**src/rtl/io_uart_in.sv**
```systemverilog
// io_uart_in: dma_io-bus UART receive peripheral.
// The serial line is synchronised, deserialised LSB first into a byte FIFO and exposed
// through three word registers (RXDATA, STATUS, CTRL) at IO_BASE+0..+2. A one-cycle
// interrupt accompanies every byte that actually lands in the FIFO.
// Optional even-parity reception is compiled in with IO_UART_IN_PARITY_EN.
module io_uart_in #(
    parameter logic [13:0] IO_BASE     = 14'h3F30,
    parameter int          FIFO_AW     = 4,
    parameter logic [15:0] DEFAULT_DIV = 16'd434
) (
    input  logic        clk,
    input  logic        rst_n,
    input  logic        rx_in,
    input  logic        dma_io_we,
    input  logic [13:0] dma_io_wadr,
    input  logic [31:0] dma_io_wdata,
    input  logic [13:0] dma_io_radr,
    input  logic        dma_io_radr_en,
    input  logic [31:0] dma_io_rdata_in,
    output logic [31:0] dma_io_rdata,
    output logic        ext_uart_rx_interrupt_1shot
);

    localparam int DEPTH = 2 ** FIFO_AW;
    localparam logic [FIFO_AW:0] FULL_CNT = (FIFO_AW + 1)'(DEPTH);

    typedef enum logic [2:0] {
        ST_IDLE   = 3'd0,
        ST_START  = 3'd1,
        ST_DATA   = 3'd2,
        ST_PARITY = 3'd3,
        ST_STOP   = 3'd4
    } state_t;

`ifdef IO_UART_IN_PARITY_EN
    // Even parity of a received byte: the parity bit that makes the total count of ones even.
    function automatic logic even_parity(input logic [7:0] data);
        return ^data;
    endfunction
`endif

    // Line synchroniser and edge-detect history; the line idles high.
    logic rx_meta_r, rx_sync_r, rx_prev_r;

    // Receiver state.
    state_t      state_r, state_n;
    logic [15:0] cnt_r, cnt_n;
    logic [15:0] div_lat_r, div_lat_n;
    logic [7:0]  shift_r, shift_n;
    logic [2:0]  bit_r, bit_n;
    logic [15:0] div_eff_s;
    logic        push_s, frame_set_s, parity_set_s, par_bad_s;

    // Control and status.
    logic [15:0] ctrl_div_r;
    logic        rx_enable_r, int_enable_r;
    logic        overrun_r, frame_err_r;
    logic        parity_en_s, parity_err_s;

    // FIFO.
    logic [7:0]         mem_r [DEPTH];
    logic [FIFO_AW-1:0] wr_ptr_r, rd_ptr_r;
    logic [FIFO_AW:0]   count_r;
    logic               nonempty_s, full_s, do_push_s, pop_s, flush_s, overrun_set_s;
    logic [7:0]         head_s;

    // Bus decode and read path.
    logic        wr_stat_s, wr_ctrl_s;
    logic        rd_sel_data_s, rd_sel_stat_s, rd_sel_ctrl_s, rd_hit_s;
    logic [31:0] status_s, ctrl_s, rd_word_s;
    logic        rd_valid_r;
    logic [31:0] rdata_r;
    logic        irq_r;
    logic        unused_s;

`ifdef IO_UART_IN_PARITY_EN
    logic parity_en_r, parity_err_r, par_bad_r, par_bad_n;
    assign parity_en_s  = parity_en_r;
    assign parity_err_s = parity_err_r;
    assign par_bad_s    = par_bad_r;
`else
    assign parity_en_s  = 1'b0;
    assign parity_err_s = 1'b0;
    assign par_bad_s    = 1'b0;
`endif

    assign unused_s = &{1'b0, dma_io_wdata[31:19]};

    assign div_eff_s  = (ctrl_div_r < 16'd4) ? 16'd4 : ctrl_div_r;
    assign nonempty_s = (count_r != {(FIFO_AW + 1){1'b0}});
    assign full_s     = (count_r == FULL_CNT);
    assign head_s     = mem_r[rd_ptr_r];

    assign wr_stat_s     = dma_io_we && (dma_io_wadr == (IO_BASE + 14'd1));
    assign wr_ctrl_s     = dma_io_we && (dma_io_wadr == (IO_BASE + 14'd2));
    assign rd_sel_data_s = (dma_io_radr == IO_BASE);
    assign rd_sel_stat_s = (dma_io_radr == (IO_BASE + 14'd1));
    assign rd_sel_ctrl_s = (dma_io_radr == (IO_BASE + 14'd2));
    assign rd_hit_s      = dma_io_radr_en && (rd_sel_data_s || rd_sel_stat_s || rd_sel_ctrl_s);

    assign flush_s       = wr_ctrl_s && dma_io_wdata[18];
    assign pop_s         = dma_io_radr_en && rd_sel_data_s && nonempty_s;
    assign do_push_s     = push_s && (!full_s || pop_s);
    assign overrun_set_s = push_s && full_s && !pop_s;

    assign dma_io_rdata                = rd_valid_r ? rdata_r : dma_io_rdata_in;
    assign ext_uart_rx_interrupt_1shot = irq_r;

    // Two-flop synchroniser on the asynchronous line plus one history flop for edge detection.
    always_ff @(posedge clk or negedge rst_n) begin
        if (!rst_n) begin
            rx_meta_r <= 1'b1;
            rx_sync_r <= 1'b1;
            rx_prev_r <= 1'b1;
        end else begin
            rx_meta_r <= rx_in;
            rx_sync_r <= rx_meta_r;
            rx_prev_r <= rx_sync_r;
        end
    end

    // Receiver next-state: bit timing, sampling and end-of-frame verdict.
    always_comb begin
        state_n      = state_r;
        cnt_n        = cnt_r;
        div_lat_n    = div_lat_r;
        shift_n      = shift_r;
        bit_n        = bit_r;
        push_s       = 1'b0;
        frame_set_s  = 1'b0;
        parity_set_s = 1'b0;
`ifdef IO_UART_IN_PARITY_EN
        par_bad_n    = par_bad_r;
`endif
        if (!rx_enable_r) begin
            // Disabling abandons any partial frame silently.
            state_n = ST_IDLE;
        end else begin
            case (state_r)
                ST_IDLE: begin
                    if (rx_prev_r && !rx_sync_r) begin
                        state_n   = ST_START;
                        cnt_n     = {1'b0, div_eff_s[15:1]};
                        div_lat_n = div_eff_s;
`ifdef IO_UART_IN_PARITY_EN
                        par_bad_n = 1'b0;
`endif
                    end else begin
                        state_n = ST_IDLE;
                    end
                end
                ST_START: begin
                    if (cnt_r == 16'd0) begin
                        if (!rx_sync_r) begin
                            state_n = ST_DATA;
                            cnt_n   = div_lat_r - 16'd1;
                            bit_n   = 3'd0;
                        end else begin
                            // Line was back high at mid start bit: treat as a glitch.
                            state_n = ST_IDLE;
                        end
                    end else begin
                        cnt_n = cnt_r - 16'd1;
                    end
                end
                ST_DATA: begin
                    if (cnt_r == 16'd0) begin
                        shift_n = {rx_sync_r, shift_r[7:1]};
                        cnt_n   = div_lat_r - 16'd1;
                        bit_n   = bit_r + 3'd1;
                        if (bit_r == 3'd7) begin
                            state_n = parity_en_s ? ST_PARITY : ST_STOP;
                        end else begin
                            state_n = ST_DATA;
                        end
                    end else begin
                        cnt_n = cnt_r - 16'd1;
                    end
                end
`ifdef IO_UART_IN_PARITY_EN
                ST_PARITY: begin
                    if (cnt_r == 16'd0) begin
                        par_bad_n = (rx_sync_r != even_parity(shift_r));
                        cnt_n     = div_lat_r - 16'd1;
                        state_n   = ST_STOP;
                    end else begin
                        cnt_n = cnt_r - 16'd1;
                    end
                end
`endif
                ST_STOP: begin
                    if (cnt_r == 16'd0) begin
                        state_n = ST_IDLE;
                        if (!rx_sync_r) begin
                            frame_set_s = 1'b1;
                        end else if (par_bad_s) begin
                            parity_set_s = 1'b1;
                        end else begin
                            push_s = 1'b1;
                        end
                    end else begin
                        cnt_n = cnt_r - 16'd1;
                    end
                end
                default: begin
                    state_n = ST_IDLE;
                end
            endcase
        end
    end

    // Receiver state registers.
    always_ff @(posedge clk or negedge rst_n) begin
        if (!rst_n) begin
            state_r   <= ST_IDLE;
            cnt_r     <= 16'd0;
            div_lat_r <= 16'd0;
            shift_r   <= 8'd0;
            bit_r     <= 3'd0;
        end else begin
            state_r   <= state_n;
            cnt_r     <= cnt_n;
            div_lat_r <= div_lat_n;
            shift_r   <= shift_n;
            bit_r     <= bit_n;
        end
    end

`ifdef IO_UART_IN_PARITY_EN
    // Parity enable, sticky parity error and the per-frame parity verdict.
    always_ff @(posedge clk or negedge rst_n) begin
        if (!rst_n) begin
            parity_en_r  <= 1'b0;
            parity_err_r <= 1'b0;
            par_bad_r    <= 1'b0;
        end else begin
            par_bad_r <= par_bad_n;
            if (wr_ctrl_s) begin
                parity_en_r <= dma_io_wdata[19];
            end else begin
                parity_en_r <= parity_en_r;
            end
            if (parity_set_s) begin
                parity_err_r <= 1'b1;
            end else if (wr_stat_s && dma_io_wdata[9]) begin
                parity_err_r <= 1'b0;
            end else begin
                parity_err_r <= parity_err_r;
            end
        end
    end
`endif

    // Control register and sticky error flags; a set event beats a same-cycle clear.
    always_ff @(posedge clk or negedge rst_n) begin
        if (!rst_n) begin
            ctrl_div_r   <= DEFAULT_DIV;
            rx_enable_r  <= 1'b1;
            int_enable_r <= 1'b0;
            overrun_r    <= 1'b0;
            frame_err_r  <= 1'b0;
        end else begin
            if (wr_ctrl_s) begin
                ctrl_div_r   <= dma_io_wdata[15:0];
                rx_enable_r  <= dma_io_wdata[16];
                int_enable_r <= dma_io_wdata[17];
            end else begin
                ctrl_div_r   <= ctrl_div_r;
                rx_enable_r  <= rx_enable_r;
                int_enable_r <= int_enable_r;
            end
            if (overrun_set_s) begin
                overrun_r <= 1'b1;
            end else if (wr_stat_s && dma_io_wdata[2]) begin
                overrun_r <= 1'b0;
            end else begin
                overrun_r <= overrun_r;
            end
            if (frame_set_s) begin
                frame_err_r <= 1'b1;
            end else if (wr_stat_s && dma_io_wdata[3]) begin
                frame_err_r <= 1'b0;
            end else begin
                frame_err_r <= frame_err_r;
            end
        end
    end

    // Byte FIFO: flush overrides push/pop; a pop frees the slot for a same-cycle push.
    always_ff @(posedge clk or negedge rst_n) begin
        if (!rst_n) begin
            for (int i = 0; i < DEPTH; i++) begin
                mem_r[i] <= 8'd0;
            end
            wr_ptr_r <= {FIFO_AW{1'b0}};
            rd_ptr_r <= {FIFO_AW{1'b0}};
            count_r  <= {(FIFO_AW + 1){1'b0}};
        end else if (flush_s) begin
            wr_ptr_r <= {FIFO_AW{1'b0}};
            rd_ptr_r <= {FIFO_AW{1'b0}};
            count_r  <= {(FIFO_AW + 1){1'b0}};
        end else begin
            if (do_push_s) begin
                mem_r[wr_ptr_r] <= shift_r;
                wr_ptr_r        <= wr_ptr_r + FIFO_AW'(1);
            end else begin
                wr_ptr_r <= wr_ptr_r;
            end
            if (pop_s) begin
                rd_ptr_r <= rd_ptr_r + FIFO_AW'(1);
            end else begin
                rd_ptr_r <= rd_ptr_r;
            end
            case ({do_push_s, pop_s})
                2'b10:   count_r <= count_r + (FIFO_AW + 1)'(1);
                2'b01:   count_r <= count_r - (FIFO_AW + 1)'(1);
                default: count_r <= count_r;
            endcase
        end
    end

    // Register read mux, evaluated on pre-update state of the read cycle.
    always_comb begin
        status_s                    = 32'd0;
        status_s[0]                 = nonempty_s;
        status_s[1]                 = full_s;
        status_s[2]                 = overrun_r;
        status_s[3]                 = frame_err_r;
        status_s[4 +: FIFO_AW + 1]  = count_r;
        status_s[9]                 = parity_err_s;
        ctrl_s                      = {12'd0, parity_en_s, 1'b0, int_enable_r, rx_enable_r, ctrl_div_r};
        if (rd_sel_data_s) begin
            rd_word_s = nonempty_s ? {23'd0, 1'b1, head_s} : 32'd0;
        end else if (rd_sel_stat_s) begin
            rd_word_s = status_s;
        end else if (rd_sel_ctrl_s) begin
            rd_word_s = ctrl_s;
        end else begin
            rd_word_s = 32'd0;
        end
    end

    // Read data is presented for the single cycle after an addressed read strobe.
    always_ff @(posedge clk or negedge rst_n) begin
        if (!rst_n) begin
            rd_valid_r <= 1'b0;
            rdata_r    <= 32'd0;
        end else begin
            rd_valid_r <= rd_hit_s;
            if (rd_hit_s) begin
                rdata_r <= rd_word_s;
            end else begin
                rdata_r <= rdata_r;
            end
        end
    end

    // Interrupt pulse for each byte that really entered the FIFO.
    always_ff @(posedge clk or negedge rst_n) begin
        if (!rst_n) begin
            irq_r <= 1'b0;
        end else begin
            irq_r <= do_push_s && !flush_s && int_enable_r;
        end
    end

endmodule

```
**config.mk**
```make
export PLATFORM = sky130hd
export DESIGN_NAME = io_uart_in
export DESIGN_NICKNAME = d
export VERILOG_FILES = /design/src/rtl/io_uart_in.sv
export SDC_FILE = /design/constraint.sdc
export NUM_CORES = 1
export LEC_CHECK = 0
export CAP_MARGIN = 20
export CELL_PAD_IN_SITES_DETAIL_PLACEMENT = 2
export CELL_PAD_IN_SITES_GLOBAL_PLACEMENT = 2
export CORE_UTILIZATION = 42
export CTS_CLUSTER_DIAMETER = 120
export DETAILED_ROUTE_END_ITERATION = 8
export PLACE_DENSITY = 0.92
export SYNTH_ARGS = -nofsm -noshare
export SYNTH_HDL_FRONTEND = slang
export SYNTH_SLANG_ARGS = --single-unit
export TNS_END_PERCENT = 30
```
**constraint.sdc**
```tcl
create_clock -name clk -period 5.5 [get_ports clk]
set_input_delay 0.825 -clock clk [delete_from_list [all_inputs] [get_ports clk]]
set_output_delay 0.825 -clock clk [all_outputs]
set_load 0.01 [all_outputs]
```
==> results of run 1 <==
## through the flow
step	utilization, %	worst slack [ps]	hold slack [ps]	power, mW
detailed placement	48.2	1070	347	1.90
global placement	48.2	1450	347	1.89
global route	51.6	1190	315	3.90
floorplan	-	2210	345	1.76
CTS	51.5	1500	304	3.80
finish	51.6	1240	240	3.83
## layer usage
layer / vias to the layer above / track usage [%] / wire [um]
met5: - / 0 / 27
met4: 4 / 22.8 / 4870
met3: 318 / 6.72 / 5130
met2: 814 / 62.1 / 27500
met1: 5184 / 42.9 / 20600
li1: 3769 / - / -
## flip-flops by register name (all words and copies together) (netlist names), 3 cells and up
signal and flops:
mem_r 128, rdata_r 18, cnt_r 16, ctrl_div_r 16
div_lat_r 16, shift_r 8, count_r 5, rd_ptr_r 4
wr_ptr_r 4, bit_r 3, state_r 3
## final cells by class
cell class                 count  share of cell area [%]
clock buffer                  41                    5.64
clock inverter                 8                   0.759
inverter                       9                   0.236
multi-input combinational    673                    40.6
sequential                   230                    40.2
tap                          378                    3.30
timing repair buffer         132                    9.25
## power by group
group | leakage (nW) | switching [mW] | internal (mW)
registers | 3.17 | 0.00370 | 1.69
logic | 2.76 | 0.0953 | 0.0898
clock network | 0.455 | 0.841 | 1.11
total | 6.38 | 0.940 | 2.89
## cell usage in the layout (no fill, tap or decap), types with 7 or more instances in the layout
master,n
ha_1,12
nand2_1,71
nor2_1,57
dfrtp_1,220
nor3_1,15
o21ai_0,49
mux2_2,189
a21oi_1,24
inv_1,9
clkbuf_16,27
nand2b_1,7
clkbuf_8,8
clkdlybuf4s50_1,115
nor2_4,10
nand3_1,22
or3_1,8
dfstp_2,9
nor2b_1,19
buf_4,13
xor2_1,21
xnor2_1,11
a22o_1,12
mux4_2,39
nor4_1,15
## cell families (layout without fill, tap and decap cells)
kind of cell	count (synthesis)	after routing	share of synthesized area, %
AND/OR/NAND/NOR	269	269	12.7
multiplexers	233	233	25.8
flip-flops	230	230	48.7
AO/OA/AOI/OAI	127	127	6.89
buffers and inverters	66	190	2.20
XOR/XNOR	32	32	2.37
adder cells (fa/ha/maj)	12	12	1.27
## final timing paths
path | slack, ps | end | startpoint
max in group asynchronous | 4030 | mem_r[20] | rst_n
worst max-delay path | 1240 | count_r[4] | dma_io_radr[2]
worst min-delay path | 240 | cnt_r[9] | rst_n
worst max register to register | 1470 | mem_r[102] | cnt_r[9]
worst min register to register | 350 | rx_sync_r | rx_meta_r
min in group clk | 350 | rx_sync_r | rx_meta_r
==> impl_metrics.json, run 1 <==
{
  "status": "finished, final reports clean",
  "core_area_sq_um": 27800,
  "die_h_um": 170,
  "setup_viol": 0,
  "multiInputGateArea_sq_um": 5820,
  "synth_seq_area_share_pct": 48.7,
  "drv_slew": 0,
  "synth_seq_cells": 230,
  "grt_max_degree": 135,
  "ff2ff_path_depth": 6,
  "dieArea_sq_um": 28900,
  "syn_area_sq_um": 11800,
  "insertion_delay_ps": 580,
  "power.density_nw_per_um2": 267,
  "cts_htree_levels": 1,
  "fillers": 2611,
  "layout.nets": 1182,
  "slowest_stage": "nor4b_1",
  "cp-end-kind": "flip-flop",
  "dp.cells": 1420,
  "worst_ep_required_time_ps": 5940,
  "slowest_delay_ps": 760,
  "syn_nets": 1078,
  "drive_gt1_share_pct": 30.2,
  "post_cts.resized_instances": 0,
  "synth_edf_count": 0,
  "p_leak_nw": 6.38,
  "slew_headroom_pct": 28.3,
  "arrival_ps": 4700,
  "synth.distinct_cells": 67,
  "gr-total-overflow": 0,
  "cp-start-kind": "input pin",
  "worstPathMaxFanout": 13,
  "fin_crit_sh_pct": 77.5,
  "ctsHoldBuffers": 0,
  "viasPerCell": 6.86,
  "regArea_sq_um": 5770,
  "wl_per_cell_um": 39.5,
  "period_minus_slack_ps": 4260,
  "synthTopCellsByCount": "dfrtp_1 (221), mux2_2 (189), nand2_1 (71)",
  "hpwl_mm": 30.9,
  "hold_violations": 0,
  "syn_to_final_growth_pct": 21.1,
  "post-route-drc-count": 0,
  "syn_inst": 969,
  "ir_drop_mv": 0.227,
  "dpl-instance-area_sq_um": 13400,
  "fmaxAchievable_ghz": 0.235,
  "synth_area_leaders": "dfrtp_1 (47%), mux2_2 (18%), mux4_2 (7.4%), nand2_1 (2.3%), o21ai_0 (2.1%)",
  "antenna_cells": 0,
  "synth_largest_area_cell": "dfrtp_1",
  "cts_tree": "done",
  "path_class": "input pin to flip-flop",
  "hp-class": "input pin to async pin",
  "finClkSkew_ps": 31.2,
  "tightest_slew_ps": 1070,
  "max-clock-path-buffers": 3,
  "rows": 61,
  "drt-total-wl_mm": 58.1,
  "initial_core_util_pct": 42.6,
  "drv_cap": 0,
  "setup_tns_ps": 0,
  "grtUsageTotal_pct": 36.6,
  "avgSynthCellArea_sq_um": 12.2,
  "synth_ff_type": "dfrtp_1",
  "numPortBuffers": 116,
  "cts_setup_buffers": 0,
  "fin_cells": 1471,
  "io_pins": 130,
  "ant_nets": 0,
  "synth.most_common_cell": "dfrtp_1",
  "grt_antenna_before_repair": 3,
  "grt_pass1_wl_mm": 76.7,
  "numCtsBuffers": 27,
  "dr_total_vias": 10089,
  "synth_top_area_share_pct": 46.7,
  "clkTransAtPathRegs_ps": 70,
  "path_depth": 12,
  "stdcell_area_sq_um": 14300,
  "grt_pass1_vias": 10796,
  "rsz0062_at_grt": "false",
  "synthArstFlopShare_pct": 100,
  "crit_chain": "clkdlybuf4s50_1, nor4b_1, nand4_1, buf_4, a211oi_1, xor2_1, ha_1, or3_1, a21oi_1, a32o_1, xnor2_1, nor2_1",
  "gp_congestion": 0.812,
  "clock_sinks": 230,
  "clockRootBuffer": "clkbuf_16",
  "path_delay_family": "simple AND/OR/NAND/NOR gates",
  "worst-path-buf-inv": 2,
  "ys.warnings.count": 0,
  "drt_iter0_drc": 1012,
  "die_width_um": 170,
  "firstDrtPassIters": 5
}
No activity file was read; power rests on OpenSTA's default activity.
==> run 2, diff against run 1 <==
Settings changed: CORE_UTILIZATION 42 to 35, PLACE_DENSITY 0.92 to 0.82.
Clock period 5.5 ns to 3.8 ns, I/O delays scaled along.
==> run 2 against run 1 <==
  * Critical path depth down 1
  * Clock power up 23%
  * Cell count up 5.8%
  * Wire length down 29%
  * Worst setup slack worse by 1100 ps
  * First-iteration DRC count down 50%
  * Worst hold slack worse by 180 ps
  * Cell area up 1.4%
  * Via count down 12%
  * Flip-flop and latch count unchanged
  * Largest cell class unchanged
==> impl_metrics.json, run 2 (synthesized netlist as in run 1, its figures left out) <==
{
  "fillers": 3205,
  "power.density_nw_per_um2": 352,
  "fin_cells": 1557,
  "cts_htree_levels": 1,
  "drv_slew": 0,
  "cts_setup_buffers": 0,
  "dieArea_sq_um": 34600,
  "rsz0062_at_grt": "false",
  "layout_commonest_cell": "dfrtp_1",
  "grtUsageTotal_pct": 24.4,
  "max-clock-path-buffers": 3,
  "final_cell_mix": "dfrtp_1 (220), mux2_2 (189), clkdlybuf4s50_1 (115)",
  "initial_core_util_pct": 35.9,
  "grt_max_degree": 91,
  "worst-path-buf-inv": 1,
  "path_class": "flip-flop to flip-flop",
  "hold_violations": 0,
  "swShare_pct": 23.0,
  "stdcell_area_sq_um": 14500,
  "post_cts.resized_instances": 0,
  "arrival_ps": 4030,
  "rrSetupSlack_ps": 150,
  "setup_tns_ps": 0,
  "viasPerCell": 5.73,
  "cp-end-kind": "flip-flop",
  "grt_antenna_before_repair": 1,
  "largest-register": "mem_r",
  "gr-total-overflow": 0,
  "status": "finished, final reports clean",
  "reg_top3": "mem_r: 128 flops, rdata_r: 18 flops",
  "layout.nets": 1205,
  "drv_cap": 0,
  "rr_startpoint": "count_r[2]",
  "comb_power_share_pct": 4.9,
  "slew_headroom_pct": 39.0,
  "syn_to_final_growth_pct": 22.8,
  "insertion_delay_ps": 550,
  "clkPwrFrac_pct": 47.0,
  "grt_pass1_vias": 10079,
  "rows": 66,
  "cp-start-kind": "flip-flop",
  "ant_nets": 0,
  "antenna_cells": 0,
  "drt_iter0_drc": 502,
  "finClkSkew_ps": 33.2,
  "p_sw_mw": 1.17,
  "tightest_slew_ps": 912,
  "hp-class": "input pin to async pin",
  "slowest_delay_ps": 620,
  "dr_total_vias": 8928,
  "seq_power_share_pct": 48.1,
  "fin_crit_sh_pct": 96.1,
  "p_leak_nw": 6.47,
  "fin_ws_ps": 148,
  "io_pins": 130,
  "post-route-drc-count": 0,
  "ir_drop_mv": 0.282,
  "dp.cells": 1509,
  "clock_sinks": 230,
  "grt_pass1_wl_mm": 63.1,
  "ff2ff_path_depth": 11,
  "drive_gt1_share_pct": 31.7,
  "largest_reg_flops": 128,
  "numPortBuffers": 116,
  "ctsHoldBuffers": 0,
  "firstDrtPassIters": 4,
  "crit_chain": "or4_1, o21ai_0, a211oi_1, buf_4, xor2_1, ha_1, or3_1, a21oi_1, a32o_1, xnor2_1, nor2_1",
  "worst_ep_required_time_ps": 4170,
  "core_area_sq_um": 32900,
  "slowest_stage": "o21ai_0",
  "fmaxAchievable_ghz": 0.274,
  "worstPathMaxFanout": 8,
  "drt-total-wl_mm": 41.5,
  "die_width_um": 186,
  "clkTransAtPathRegs_ps": 70,
  "cts_tree": "done",
  "numCtsBuffers": 26,
  "gp_congestion": 0.805,
  "wl_per_cell_um": 26.6,
  "p_int_mw": 3.94,
  "clockRootBuffer": "clkbuf_16",
  "period_minus_slack_ps": 3650,
  "dpl-instance-area_sq_um": 13700,
  "rr_endpoint": "count_r[4]",
  "die_h_um": 186,
  "place_ws_ps": 272,
  "setup_viol": 0,
  "path_delay_family": "compound AO/OA/AOI/OAI gates",
  "hpwl_mm": 27.5
}
==> run 2: cell count changes in the layout (fill, tap and decap cells not counted), moves of 2 or more <==
cell,change
buf_12,+5
buf_4,+20
bufinv_16,-2
clkbuf_1,-2
clkbuf_8,-3
clkinv_2,+6
==> run 2: cell type report <==
cell class                      instances  area [sq um]  area share [%]
Clock buffer                           35           734            5.05
Inverter                                9          33.8           0.232
Multi-Input combinational cell        673          5830            40.1
Tap cell                              442           553            3.80
Sequential cell                       230          5770            39.7
Timing Repair Buffer                  156          1550            10.6
Clock inverter                         12          73.8           0.508
==> run 2: layer usage <==
layer | part of all wire, % | vias up | routed length (um) | GRT usage, %
li1 | - | 3805 | - | -
met1 | 41 | 4770 | 17000 | 29.7
met2 | 51 | 277 | 21200 | 44.3
met3 | 5.1 | 74 | 2130 | 3.42
met4 | 2.7 | 2 | 1130 | 7.11
met5 | 0.031 | - | 13 | 0
==> run 2: stage by stage <==
| stage | power [mW] | hold WS (ps) | util (%) |
|---|---|---|---|
| after floorplan | 2.55 | 274 | - |
| after global placement | 2.74 | 348 | 41.6 |
| after detailed placement | 2.75 | 350 | 41.6 |
| after CTS | 5.17 | 101 | 44.1 |
| after global routing | 5.26 | 103 | 44.1 |
| final | 5.11 | 56.1 | 44.1 |
==> run 2: worst max path at each step <==
stage	depth (start not counted)	to	start	slack (ps)
after floorplan	13	count_r[4]	cnt_r[9]	540
after global placement	7	mem_r[36]	cnt_r[9]	400
after detailed placement	13	count_r[4]	dma_io_radr[3]	270
after CTS	11	count_r[4]	cnt_r[9]	80
after global routing	7	mem_r[32]	cnt_r[9]	90
final	11	count_r[4]	count_r[2]	150
==> run 2: power groups by stage <==
stage | Clock (mW) | Sequential, mW | Combinational, mW
4_1_cts | 2.46 | 2.46 | 0.256
6_report | 2.40 | 2.46 | 0.251
2_1_floorplan | 0 | 2.50 | 0.0535
3_3_place_gp | 0 | 2.50 | 0.241
5_1_grt | 2.53 | 2.46 | 0.271
3_5_place_dp | 0 | 2.50 | 0.250
==> run 3, diff against run 2 <==
Clock period 3.8 ns to 3.2 ns, I/O delays scaled along.
==> run 3 against run 2 <==
  * Clock power grew 39%
  * Critical path depth shrank 1
  * Wire length grew 22%
  * Cell count grew 2.3%
  * Utilization grew 1.9 points
  * Combinational power grew 27%
  * Worst hold slack gained 300 ps
  * First-iteration DRC count grew 53%
  * Flip-flop and latch count is the same
  * Total power grew 28%
  * Fmax grew 15%
  * Non-clock buffer count grew 35
  * Largest cell class unchanged
  * Largest power group is now the clock network
==> impl_metrics.json, run 3 (synthesized netlist as in run 1, its figures left out) <==
{
  "status": "finished, final reports clean",
  "path_class": "flip-flop to flip-flop",
  "drv_slew": 0,
  "clkTransAtPathRegs_ps": 60,
  "setup_viol": 0,
  "fin_cells": 1593,
  "setup_tns_ps": 0,
  "crit_chain": "or4_1, o21ai_0, a211oi_2, buf_4, ha_1, buf_4, xnor2_2, nor3_1, a31o_2, nor2_4",
  "fillers": 3147,
  "wl_met1_mm": 19.3,
  "dieArea_sq_um": 34600,
  "ir_drop_mv": 0.361,
  "reg_top3": "mem_r: 128 flops, rdata_r: 18 flops",
  "io_pins": 130,
  "drv_cap": 0,
  "multiInputGateArea_sq_um": 5900,
  "power.density_nw_per_um2": 433,
  "largest-register": "mem_r",
  "hold_ws_ps": 354,
  "cts_htree_levels": 1,
  "initial_core_util_pct": 35.9,
  "dr_total_vias": 9561,
  "gp_congestion": 0.837,
  "post-route-drc-count": 0,
  "rr_endpoint": "count_r[3]",
  "rows": 66,
  "die_width_um": 186,
  "total_power_mw": 6.56,
  "fmaxAchievable_ghz": 0.315,
  "path_depth": 10,
  "layout_commonest_cell": "dfrtp_1",
  "slew_headroom_pct": 36.6,
  "numPortBuffers": 116,
  "die_h_um": 186,
  "stdcell_area_sq_um": 15200,
  "cp-end-kind": "flip-flop",
  "grt_max_degree": 62,
  "path_delay_family": "compound AO/OA/AOI/OAI gates",
  "drt-total-wl_mm": 50.6,
  "max-clock-path-buffers": 3,
  "arrival_ps": 3650,
  "largest_reg_flops": 128,
  "viasPerCell": 6.00,
  "firstDrtPassIters": 5,
  "ant_nets": 0,
  "clockRootBuffer": "clkbuf_16",
  "core_area_sq_um": 32900,
  "hp-class": "input pin to flip-flop",
  "hold_violations": 0,
  "drive_gt1_share_pct": 35.1,
  "rrSetupSlack_ps": 20,
  "drt_iter0_drc": 769,
  "crit_path_frequent_cell": "buf_4",
  "met2WireLength_mm": 25.1,
  "syn_to_final_growth_pct": 28.1,
  "worst-path-buf-inv": 2,
  "gr-total-overflow": 0,
  "dp.cells": 1542,
  "grtUsageTotal_pct": 29.7,
  "highest_layer": "met5",
  "slowest_delay_ps": 560,
  "p_leak_nw": 6.76,
  "dpl-instance-area_sq_um": 14100,
  "slowest_stage": "or4_1",
  "wl_met3_mm": 3.63,
  "rr_startpoint": "count_r[3]",
  "hold_depth": 1,
  "wl_per_cell_um": 31.7,
  "worstPathMaxFanout": 5,
  "layout.nets": 1240,
  "worstSetupEndpoint": "count_r[3]",
  "cp-start-kind": "flip-flop",
  "hpwl_mm": 30.5,
  "worst_ep_required_time_ps": 3670,
  "grt_pass1_vias": 10930,
  "startpoint": "count_r[3]",
  "cts_tree": "done",
  "grt_antenna_before_repair": 2,
  "ff2ff_path_depth": 10,
  "tightest_slew_ps": 928,
  "final_cell_mix": "dfrtp_1 (220), mux2_2 (189), clkdlybuf4s50_1 (115)",
  "numCtsBuffers": 26,
  "grt_pass1_wl_mm": 74.7,
  "finClkSkew_ps": 24.2,
  "period_minus_slack_ps": 3180,
  "clock_sinks": 230,
  "fin_crit_sh_pct": 99.3,
  "antenna_cells": 0,
  "regArea_sq_um": 5770,
  "insertion_delay_ps": 560
}
-- run 3: cell count changes in the layout (fill, tap and decap cells not counted), moves of 3 or more --
cell,before,now
buf_4,33,54
buf_12,6,19
clkbuf_8,5,10
bufinv_16,0,3
clkinv_2,10,3
-- run 3: per-stage QoR --
step / utilization, % / worst slack, ps
2_1_floorplan: - / 26.0
3_3_place_gp: 42.9 / -53.9
3_5_place_dp: 42.9 / -218
4_1_cts: 45.9 / 1.25
5_1_grt: 46.0 / -6.13
6_report: 46.0 / 23.5
-- run 3: final cells by class --
| cell class | instances | share of cell area (%) |
|---|---|---|
| clock buffers | 38 | 5.24 |
| clock inverters | 10 | 0.957 |
| inverters | 9 | 0.223 |
| multi-input cells | 673 | 38.9 |
| flip-flops and latches | 230 | 38.0 |
| well taps | 442 | 3.65 |
| repair buffers | 191 | 13.0 |
-- run 3: worst min path at each step --
stage / slack (ps) / endpoint / start
after detailed placement: 350 / rx_sync_r / rx_meta_r
after global placement: 350 / rx_sync_r / rx_meta_r
after CTS: 340 / rx_meta_r / rx_in
after global routing: 350 / rx_meta_r / rx_in
final: 350 / rx_meta_r / rx_in
after floorplan: 180 / bit_r[0] / rst_n
-- run 3: report_power, final --
group | total (mW) | internal, mW | switching, mW | leakage (nW)
Clock | 3.33 | 1.97 | 1.36 | 0.460
Sequential | 2.92 | 2.91 | 0.00468 | 3.17
Combinational | 0.319 | 0.162 | 0.157 | 3.13
-- run 3: repair_timing --
action	CTS	global route
hold endpoints to repair	52	0
buffers inserted	1	1
hold buffers	1	0
cloned	0	0
gates resized for setup	7	11
pin swaps	3	4
endpoints found under the setup margin	61	5
-- run 3: metal layers --
metal  up-vias  global-route usage [%]
li1       3871                       -
met1      5039                    34.9
met2       501                    51.6
met3       148                    5.50
met4         2                    15.1
met5         -                       0
